File: config.mk
export PLATFORM = sky130hd
export DESIGN_NAME = riscv_div_sched_flat
export DESIGN_NICKNAME = d
export VERILOG_FILES = /design/src/rtl/riscv_div_sched_if.sv /design/src/rtl/riscv_div_sched.sv /design/src/flat_wrapper.sv
export SDC_FILE = /design/constraint.sdc
export NUM_CORES = 1
export LEC_CHECK = 0
export BUFFER_PORTS_ARGS = -buffer_cell sky130_fd_sc_hd__buf_2
export CAP_MARGIN = 20
export CORE_ASPECT_RATIO = 0.75
export CORE_UTILIZATION = 45
export DETAILED_ROUTE_END_ITERATION = 10
export PLACE_DENSITY_LB_ADDON = 0.3
export SYNTH_ARGS = -nofsm -noshare
export SYNTH_HDL_FRONTEND = slang
export SYNTH_SLANG_ARGS = --single-unit
export TNS_END_PERCENT = 20
File: constraint.sdc
create_clock -name clk -period 3.1 [get_ports clk]
set_input_delay 0.31 -clock clk [delete_from_list [all_inputs] [get_ports clk]]
set_output_delay 0.31 -clock clk [all_outputs]
set_load 0.01 [all_outputs]
File: src/rtl/riscv_div_sched_if.sv
// Requester/response bus of the shared divider scheduler.
// The master side is the EX-stage requesters plus the response consumer; the slave side is the scheduler.
interface riscv_div_sched_if #(
  parameter int NUM_REQ = 2
);
  localparam int ID_W = (NUM_REQ > 1) ? $clog2(NUM_REQ) : 1;

  logic [NUM_REQ-1:0]    req_valid;
  logic [NUM_REQ-1:0]    req_ready;
  logic [2*NUM_REQ-1:0]  req_op;
  logic [32*NUM_REQ-1:0] req_a;
  logic [32*NUM_REQ-1:0] req_b;
  logic                  rsp_valid;
  logic                  rsp_ready;
  logic [31:0]           rsp_data;
  logic [ID_W-1:0]       rsp_id;

  modport master (
    output req_valid, req_op, req_a, req_b, rsp_ready,
    input  req_ready, rsp_valid, rsp_data, rsp_id
  );

  modport slave (
    input  req_valid, req_op, req_a, req_b, rsp_ready,
    output req_ready, rsp_valid, rsp_data, rsp_id
  );
endinterface

File: src/rtl/riscv_div_sched.sv
// Shares one fixed-latency pipelined divider (signed + unsigned cores) between NUM_REQ requesters:
// round-robin grant, in-order tag pipe, local RISC-V corner cases and a credit-protected response FIFO.
module riscv_div_sched #(
  parameter int NUM_REQ    = 2,
  parameter int LATENCY    = 20,
  parameter int FIFO_DEPTH = 4
) (
  input  logic                 clk,
  input  logic                 rst,
  riscv_div_sched_if.slave     bus,
  output logic                 div_ss_tvalid_o,
  output logic                 div_uu_tvalid_o,
  output logic [31:0]          div_dividend_o,
  output logic [31:0]          div_divisor_o,
  output logic                 div_aresetn_o,
  input  logic                 div_dout_tvalid_i,
  input  logic [63:0]          div_dout_tdata_i,
  output logic                 busy_o,
  output logic                 err_o
);
  localparam int ID_W  = (NUM_REQ > 1) ? $clog2(NUM_REQ) : 1;
  localparam int PTR_W = $clog2(FIFO_DEPTH);
  localparam int CNT_W = PTR_W + 2;
  localparam logic [ID_W:0]      NUM_REQ_W = (ID_W + 1)'(NUM_REQ);
  localparam logic [CNT_W-1:0]   DEPTH_W   = CNT_W'(FIFO_DEPTH);
  localparam logic [ID_W-1:0]    LAST_REQ  = ID_W'(NUM_REQ - 1);
  localparam logic [PTR_W:0]     FIFO_FULL = (PTR_W + 1)'(FIFO_DEPTH);

  typedef struct packed {
    logic            special;
    logic            rem;
    logic [ID_W-1:0] id;
    logic [31:0]     res;
  } tag_t;

  // Per-requester views of the flattened request buses
  logic [1:0]  op_arr [NUM_REQ];
  logic [31:0] a_arr  [NUM_REQ];
  logic [31:0] b_arr  [NUM_REQ];

  // Arbitration
  logic [ID_W-1:0]      rr_ptr_reg;
  logic [ID_W-1:0]      rr_ptr_next;
  logic [2*NUM_REQ-1:0] valid_dbl;
  logic [NUM_REQ-1:0]   valid_rot;
  logic                 grant_any;
  logic [ID_W:0]        grant_off;
  logic [ID_W:0]        grant_sum;
  logic [ID_W-1:0]      grant_idx;
  logic                 credit_ok;
  logic                 grant;

  // Selected request and corner-case resolution
  logic [1:0]  sel_op;
  logic [31:0] sel_a;
  logic [31:0] sel_b;
  logic        div_zero;
  logic        div_ovf;
  logic        special;
  logic [31:0] spec_res;
  tag_t        new_tag;

  // Tag pipe
  logic             pipe_valid_reg [LATENCY];
  tag_t             pipe_tag_reg   [LATENCY];
  logic [CNT_W-1:0] pipe_cnt_reg;
  logic [CNT_W-1:0] pipe_cnt_next;
  logic             last_valid;
  tag_t             last_tag;

  // Retire
  logic            retire_push;
  logic            retire_err;
  logic [31:0]     retire_data;
  logic [ID_W-1:0] retire_id;
  logic            err_reg;

  // Response FIFO
  logic [31:0]      fifo_data_reg [FIFO_DEPTH];
  logic [ID_W-1:0]  fifo_id_reg   [FIFO_DEPTH];
  logic [PTR_W-1:0] wr_ptr_reg;
  logic [PTR_W-1:0] rd_ptr_reg;
  logic [PTR_W:0]   fifo_cnt_reg;
  logic [PTR_W:0]   fifo_cnt_next;
  logic             fifo_pop;
  logic [CNT_W-1:0] inflight;

  generate
    for (genvar gi = 0; gi < NUM_REQ; gi++) begin : g_req
      assign op_arr[gi] = bus.req_op[2*gi +: 2];
      assign a_arr[gi]  = bus.req_a[32*gi +: 32];
      assign b_arr[gi]  = bus.req_b[32*gi +: 32];
      assign bus.req_ready[gi] = grant && (grant_idx == ID_W'(gi));
    end
  endgenerate

  // Rotate so bit 0 is the requester at the RR pointer; lowest set bit wins.
  assign valid_dbl = {bus.req_valid, bus.req_valid};
  assign valid_rot = NUM_REQ'(valid_dbl >> rr_ptr_reg);

  always_comb begin
    grant_any = 1'b0;
    grant_off = '0;
    for (int k = NUM_REQ - 1; k >= 0; k--) begin
      if (valid_rot[k]) begin
        grant_any = 1'b1;
        grant_off = (ID_W + 1)'(k);
      end
    end
  end

  assign grant_sum   = {1'b0, rr_ptr_reg} + grant_off;
  assign grant_idx   = (grant_sum >= NUM_REQ_W) ? ID_W'(grant_sum - NUM_REQ_W) : ID_W'(grant_sum);
  assign inflight    = pipe_cnt_reg + CNT_W'(fifo_cnt_reg);
  assign credit_ok   = inflight < DEPTH_W;
  assign grant       = grant_any && credit_ok && !rst;
  assign rr_ptr_next = (grant_idx == LAST_REQ) ? '0 : grant_idx + 1'b1;

  assign sel_op = op_arr[grant_idx];
  assign sel_a  = a_arr[grant_idx];
  assign sel_b  = b_arr[grant_idx];

  // Divide-by-zero and signed overflow never reach the IP; their results ride the tag pipe.
  assign div_zero = (sel_b == 32'h0000_0000);
  assign div_ovf  = !sel_op[0] && (sel_a == 32'h8000_0000) && (sel_b == 32'hFFFF_FFFF);
  assign special  = div_zero || div_ovf;

  always_comb begin
    if (div_zero) begin
      spec_res = sel_op[1] ? sel_a : 32'hFFFF_FFFF;
    end else begin
      spec_res = sel_op[1] ? 32'h0000_0000 : 32'h8000_0000;
    end
  end

  assign new_tag = '{special: special, rem: sel_op[1], id: grant_idx, res: spec_res};

  assign div_ss_tvalid_o = grant && !special && !sel_op[0];
  assign div_uu_tvalid_o = grant && !special && sel_op[0];
  assign div_dividend_o  = grant ? sel_a : 32'h0000_0000;
  assign div_divisor_o   = grant ? sel_b : 32'h0000_0000;
  assign div_aresetn_o   = !rst;

  assign last_valid    = pipe_valid_reg[LATENCY-1];
  assign last_tag      = pipe_tag_reg[LATENCY-1];
  assign pipe_cnt_next = pipe_cnt_reg + CNT_W'(grant) - CNT_W'(last_valid);

  // The IP must answer exactly when a normal tag retires and stay silent otherwise.
  always_comb begin
    retire_push = 1'b0;
    retire_err  = 1'b0;
    retire_data = last_tag.res;
    retire_id   = last_tag.id;
    if (last_valid && !last_tag.special) begin
      if (div_dout_tvalid_i) begin
        retire_push = 1'b1;
        retire_data = last_tag.rem ? div_dout_tdata_i[31:0] : div_dout_tdata_i[63:32];
      end else begin
        retire_err = 1'b1;
      end
    end else if (last_valid) begin
      if (div_dout_tvalid_i) begin
        retire_err = 1'b1;
      end else begin
        retire_push = 1'b1;
      end
    end else if (div_dout_tvalid_i) begin
      retire_err = 1'b1;
    end
  end

  assign fifo_pop = (fifo_cnt_reg != '0) && bus.rsp_ready;

  always_comb begin
    fifo_cnt_next = fifo_cnt_reg;
    if (retire_push && !fifo_pop && (fifo_cnt_reg != FIFO_FULL)) begin
      fifo_cnt_next = fifo_cnt_reg + 1'b1;
    end else if (!retire_push && fifo_pop) begin
      fifo_cnt_next = fifo_cnt_reg - 1'b1;
    end
  end

  always_ff @(posedge clk) begin
    if (rst) begin
      rr_ptr_reg   <= '0;
      pipe_cnt_reg <= '0;
      err_reg      <= 1'b0;
      wr_ptr_reg   <= '0;
      rd_ptr_reg   <= '0;
      fifo_cnt_reg <= '0;
      for (int i = 0; i < LATENCY; i++) begin
        pipe_valid_reg[i] <= 1'b0;
      end
    end else begin
      if (grant) begin
        rr_ptr_reg <= rr_ptr_next;
      end
      pipe_cnt_reg      <= pipe_cnt_next;
      pipe_valid_reg[0] <= grant;
      for (int i = 1; i < LATENCY; i++) begin
        pipe_valid_reg[i] <= pipe_valid_reg[i-1];
      end
      if (retire_err) begin
        err_reg <= 1'b1;
      end
      if (retire_push) begin
        wr_ptr_reg <= wr_ptr_reg + 1'b1;
      end
      if (fifo_pop) begin
        rd_ptr_reg <= rd_ptr_reg + 1'b1;
      end
      fifo_cnt_reg <= fifo_cnt_next;
    end
  end

  // Payload storage carries no reset; validity lives in the registers above.
  always_ff @(posedge clk) begin
    pipe_tag_reg[0] <= new_tag;
    for (int i = 1; i < LATENCY; i++) begin
      pipe_tag_reg[i] <= pipe_tag_reg[i-1];
    end
    if (retire_push) begin
      fifo_data_reg[wr_ptr_reg] <= retire_data;
      fifo_id_reg[wr_ptr_reg]   <= retire_id;
    end
  end

  assign bus.rsp_valid = !rst && (fifo_cnt_reg != '0);
  assign bus.rsp_data  = bus.rsp_valid ? fifo_data_reg[rd_ptr_reg] : 32'h0000_0000;
  assign bus.rsp_id    = bus.rsp_valid ? fifo_id_reg[rd_ptr_reg] : '0;
  assign busy_o        = !rst && (inflight != '0);
  assign err_o         = !rst && err_reg;
endmodule
File: src/flat_wrapper.sv
// flat-port wrapper written by rule: the top's interface ports become plain ports
module riscv_div_sched_flat 
#(
  parameter int NUM_REQ    = 2,
  parameter int LATENCY    = 20,
  parameter int FIFO_DEPTH = 4
)
  (clk, rst, div_ss_tvalid_o, div_uu_tvalid_o, div_dividend_o, div_divisor_o, div_aresetn_o, div_dout_tvalid_i, div_dout_tdata_i, busy_o, err_o, bus_req_valid, bus_req_op, bus_req_a, bus_req_b, bus_rsp_ready, bus_req_ready, bus_rsp_valid, bus_rsp_data, bus_rsp_id);
  riscv_div_sched_if #(.NUM_REQ(NUM_REQ)) bus_i ();
  input  logic clk;
  input  logic rst;
  output logic div_ss_tvalid_o;
  output logic div_uu_tvalid_o;
  output logic [31:0] div_dividend_o;
  output logic [31:0] div_divisor_o;
  output logic div_aresetn_o;
  input  logic div_dout_tvalid_i;
  input  logic [63:0] div_dout_tdata_i;
  output logic busy_o;
  output logic err_o;
  input wire logic [$bits(bus_i.req_valid)-1:0] bus_req_valid;
  input wire logic [$bits(bus_i.req_op)-1:0] bus_req_op;
  input wire logic [$bits(bus_i.req_a)-1:0] bus_req_a;
  input wire logic [$bits(bus_i.req_b)-1:0] bus_req_b;
  input wire logic [$bits(bus_i.rsp_ready)-1:0] bus_rsp_ready;
  output wire logic [$bits(bus_i.req_ready)-1:0] bus_req_ready;
  output wire logic [$bits(bus_i.rsp_valid)-1:0] bus_rsp_valid;
  output wire logic [$bits(bus_i.rsp_data)-1:0] bus_rsp_data;
  output wire logic [$bits(bus_i.rsp_id)-1:0] bus_rsp_id;
  assign bus_i.req_valid = bus_req_valid;
  assign bus_i.req_op = bus_req_op;
  assign bus_i.req_a = bus_req_a;
  assign bus_i.req_b = bus_req_b;
  assign bus_i.rsp_ready = bus_rsp_ready;
  assign bus_req_ready = bus_i.req_ready;
  assign bus_rsp_valid = bus_i.rsp_valid;
  assign bus_rsp_data = bus_i.rsp_data;
  assign bus_rsp_id = bus_i.rsp_id;
  riscv_div_sched #(.NUM_REQ(NUM_REQ), .LATENCY(LATENCY), .FIFO_DEPTH(FIFO_DEPTH)) u_core (.clk(clk), .rst(rst), .bus(bus_i), .div_ss_tvalid_o(div_ss_tvalid_o), .div_uu_tvalid_o(div_uu_tvalid_o), .div_dividend_o(div_dividend_o), .div_divisor_o(div_divisor_o), .div_aresetn_o(div_aresetn_o), .div_dout_tvalid_i(div_dout_tvalid_i), .div_dout_tdata_i(div_dout_tdata_i), .busy_o(busy_o), .err_o(err_o));
endmodule
==> metrics.md <==
| Metric | Value |
|---|---|
| Port buffer count | 306 |
| R2r startpoint | u_core.fifo_cnt_reg[1] |
| Yosys cell types | between 40 and 50 |
| Worst EP arrival | around 2.8 ns |
| Post-layout nets | about 2100 |
| Area contributors post-synth | dfxtp_1 65%, edfxtp_1 17%, mux4_2 3.3% |
| Max rail drop VDD | 440 µV |
| Buf/Inv on CP | 4 |
| Die area | 0.0515 mm² |
| Total CTS buffers | 77 |
| Clk root buf | clkbuf_16 |
| Detail Route Antenna Nets | 0 |
| Clock Sink Count | 867 |
| Die Span Y | between 150 and 200 µm |
| Global route overflow | 0 |
| Tmin final | just over 3 ns |
| Layout Utilization | 57.8% |
| Slew margin rel. | 37.2% |
| Top cell type's share of synthesized area | approximately 65% |
| 1st-iter DRT viols | 622 |
| Maximum clock path buffer count | 3 |
| DRC | 0 |
| Synthesis-to-finish area growth | 25.1% |
| Worst Hold Depth | 3 |
| Outcome | finished clean |
| Xor and xnor fraction of the mapped netlist area | 0.423% |
| H-Tree Depth | 3 |
| Syn avg cell area | between 15 and 20 µm² |
| Register area share after synthesis | 82.0% |
| Final GP Congestion | 0.874 |
| Simple-gate share of the synthesized area | 6.30% |
| CP Capture Type | output pin |
| CTS tree | built |
| RSZ-0062 raised after global routing | yes |
| Compound-gate portion of the synthesized area | 2.87% |
| CP cell instances | buf_6 -> fa_2 -> nor3_2 -> a31o_2 -> o211ai_1 -> clkbuf_16 -> bufbuf_16 -> nor2_2 -> buf_2 |
| Final Max Slew Viols | 0 |
| Skew-Pair Late Insertion Delay | 0.60 ns |
| Cell Pwr Density | 805 mW/mm² |
| Post-DP HPWL | 33.2 mm |
| Flop-to-flop setup slack | 0.12 ns |
| Portion of netlist area occupied by mux cells | approximately 6.4% |
| Worst-path maximum fanout | 15 |
| Hold_sp | bus_req_valid[0] |
| Main combinational cell family by area after synthesis | multiplexers |
| Synthesis Warnings | 0 |
| Most area-hungry cell type in the Yosys netlist | dfxtp_1 |
| Fmax | 0.325 GHz |
| Synthesized flop and latch total | 867 |
| Number of core rows | 70 |
| Async SR Flop Fraction | 0% |
| Commonest non-fill, non-tap cell in the layout | dfxtp_1 |
| Core area | 0.0493 mm² |
| DR pass1 iterations | 5 |
| WL final | ~48 mm |
| Cell family with most CP delay | buffers and inverters |
| P_leak | 11.8 nW |
| Antenna violations before repair | 15 |
| Fin Hold WS | 0.0829 ns |
| Post-synth EDFFs | roughly 130 |
| Cell Area, Synth | 0.0228 mm² |
| Max FFs per register | 700 |
| DR WL/cell | roughly 19 µm |
| Ports | 307 |
| Die Span X | 262 µm |
| Slowest CP cell | fa_2 |
| Reg2Reg Depth | 12 |
| Final Hold Fails | 0 |
| Syn Nets | 1683 |
| Clk_skew | 0.0240 ns |
| Max-Cap Viols | 0 |
| Worst path required time | 2.79 ns |
| Most frequent cells in the layout | 730 x dfxtp_1, 292 x buf_2, 132 x edfxtp_1, 92 x nand2_1, 79 x clkbuf_16 |
| Share of cells above drive strength 1 | 30.8% |
| Via density | 4.61 |
| Hold Path End | u_core.rr_ptr_reg |
| R2R Path End | u_core.pipe_cnt_reg[2] |
| Synth Area in Adders | less than 1% |
| Largest net degree at the start of global routing | 37 |
| Hold Path Class | in2reg |
| Main synth FF type | dfxtp_1 |
| Tightest Pin Transition | 0.941 ns |
| GR Util All Layers | 18.7% |
| Reg clk slew, reported paths | roughly 0.070 ns |
| Critical path class | reg2out |
| Share of the cycle needed by the critical path after routing | 99.2% |
| # setup viols final | 0 |
| Gate Count Post-Synth | approximately 1500 |
| Vias in the first global route | ~12000 |
| Starting Density | 46.2% |
| CP max stage delay | 0.39 ns |
| First-pass GRT wire length | 70.6 mm |
| Critical Path Source Type | flip-flop |
| Via Count | 11800 |
==> synth_stat cells (15+ instances only) <==
library cell	count
dfxtp_1	735
edfxtp_1	132
nand2_1	93
mux2i_1	72
a21oi_1	62
nor2_1	60
clkbuf_1	43
and3_1	38
o21ai_0	35
mux4_2	33
nor2b_1	24
nor4_1	24
nand4_1	15
==> power breakdown <==
| group | switching, mW | leakage (nW) | internal (mW) |
|---|---|---|---|
| registers | 0.0760 | 7.16 | 11.5 |
| logic | 0.916 | 3.33 | 0.640 |
| clock network | 3.96 | 1.35 | 5.80 |
==> worst register-to-register path: cells and delay by family (launching register included) <==
kind                     cells  cell delay, ns
AND/OR/NAND/NOR              1            0.05
AO/OA/AOI/OAI                2            0.50
XOR/XNOR                     2            0.33
flip-flops                   1            0.34
buffers and inverters        4            0.64
adder cells (fa/ha/maj)      3            0.98
==> area by class of cell <==
cell class | instances | area, µm²
Timing Repair Buffer | 355 | 2080
Antenna cell | 3 | 7.51
Sequential cell | 867 | 18700
Inverter | 10 | 37.5
Fill cell | 3945 | 20800
Clock buffer | 108 | 2230
Tap cell | 648 | 811
Clock inverter | 34 | 497
Multi-Input combinational cell | 535 | 4130
==> worst max path at each step <==
stage / cells past startpoint / start / slack [ns] / endpoint
floorplan: 12 / u_core.fifo_cnt_reg[1] / 0.14 / u_core.pipe_cnt_reg[2]
global placement: 9 / u_core.fifo_cnt_reg[0] / 0.27 / div_divisor_o[13]
detailed placement: 12 / u_core.fifo_cnt_reg[1] / 0.18 / u_core.pipe_cnt_reg[2]
CTS: 9 / u_core.fifo_cnt_reg[1] / -0.04 / div_divisor_o[26]
global route: 9 / u_core.fifo_cnt_reg[1] / -0.13 / div_dividend_o[31]
finish: 9 / u_core.fifo_cnt_reg[1] / 0.03 / div_dividend_o[26]
==> cell families after synthesis <==
| kind of cell | after synthesis |
|---|---|
| adder cells (fa/ha/maj) | 13 |
| multiplexers | 105 |
| buffers and inverters | 66 |
| XOR/XNOR | 11 |
| AND/OR/NAND/NOR | 292 |
| AO/OA/AOI/OAI | 114 |
| flip-flops | 867 |
==> metrics by stage <==
step                TNS, ns  cell area, µm²  power (mW)  worst slack [ns]  std cells
detailed placement        0           25200        13.2             0.181       2405
finish                    0           28500        22.9            0.0253       2560
CTS                  -0.608           28200        23.1           -0.0351       2556
global placement          0           25200        13.2             0.268       2405
global route          -3.00           28500        23.8            -0.128       2559
floorplan                 0           22800        12.5             0.136       1468
==> repair_timing <==
action,4_1_cts,5_1_grt
endpoints found under the hold margin,1,0
gates cloned,4,0
endpoints found under the setup margin,41,57
buffers inserted,4,1
pin swaps,6,2
resized for setup,34,66
hold buffers,1,0
==> metal layers <==
| layer | vias to the layer above | GRT usage (%) | wire length, µm |
|---|---|---|---|
| li1 | 5810 | - | - |
| met1 | 5509 | 23.8 | 20800 |
| met2 | 381 | 29.9 | 22500 |
| met3 | 95 | 5.26 | 2900 |
| met4 | 18 | 8.12 | 1550 |
| met5 | - | 0 | 102 |
No activity file was read; power rests on OpenSTA's default activity.
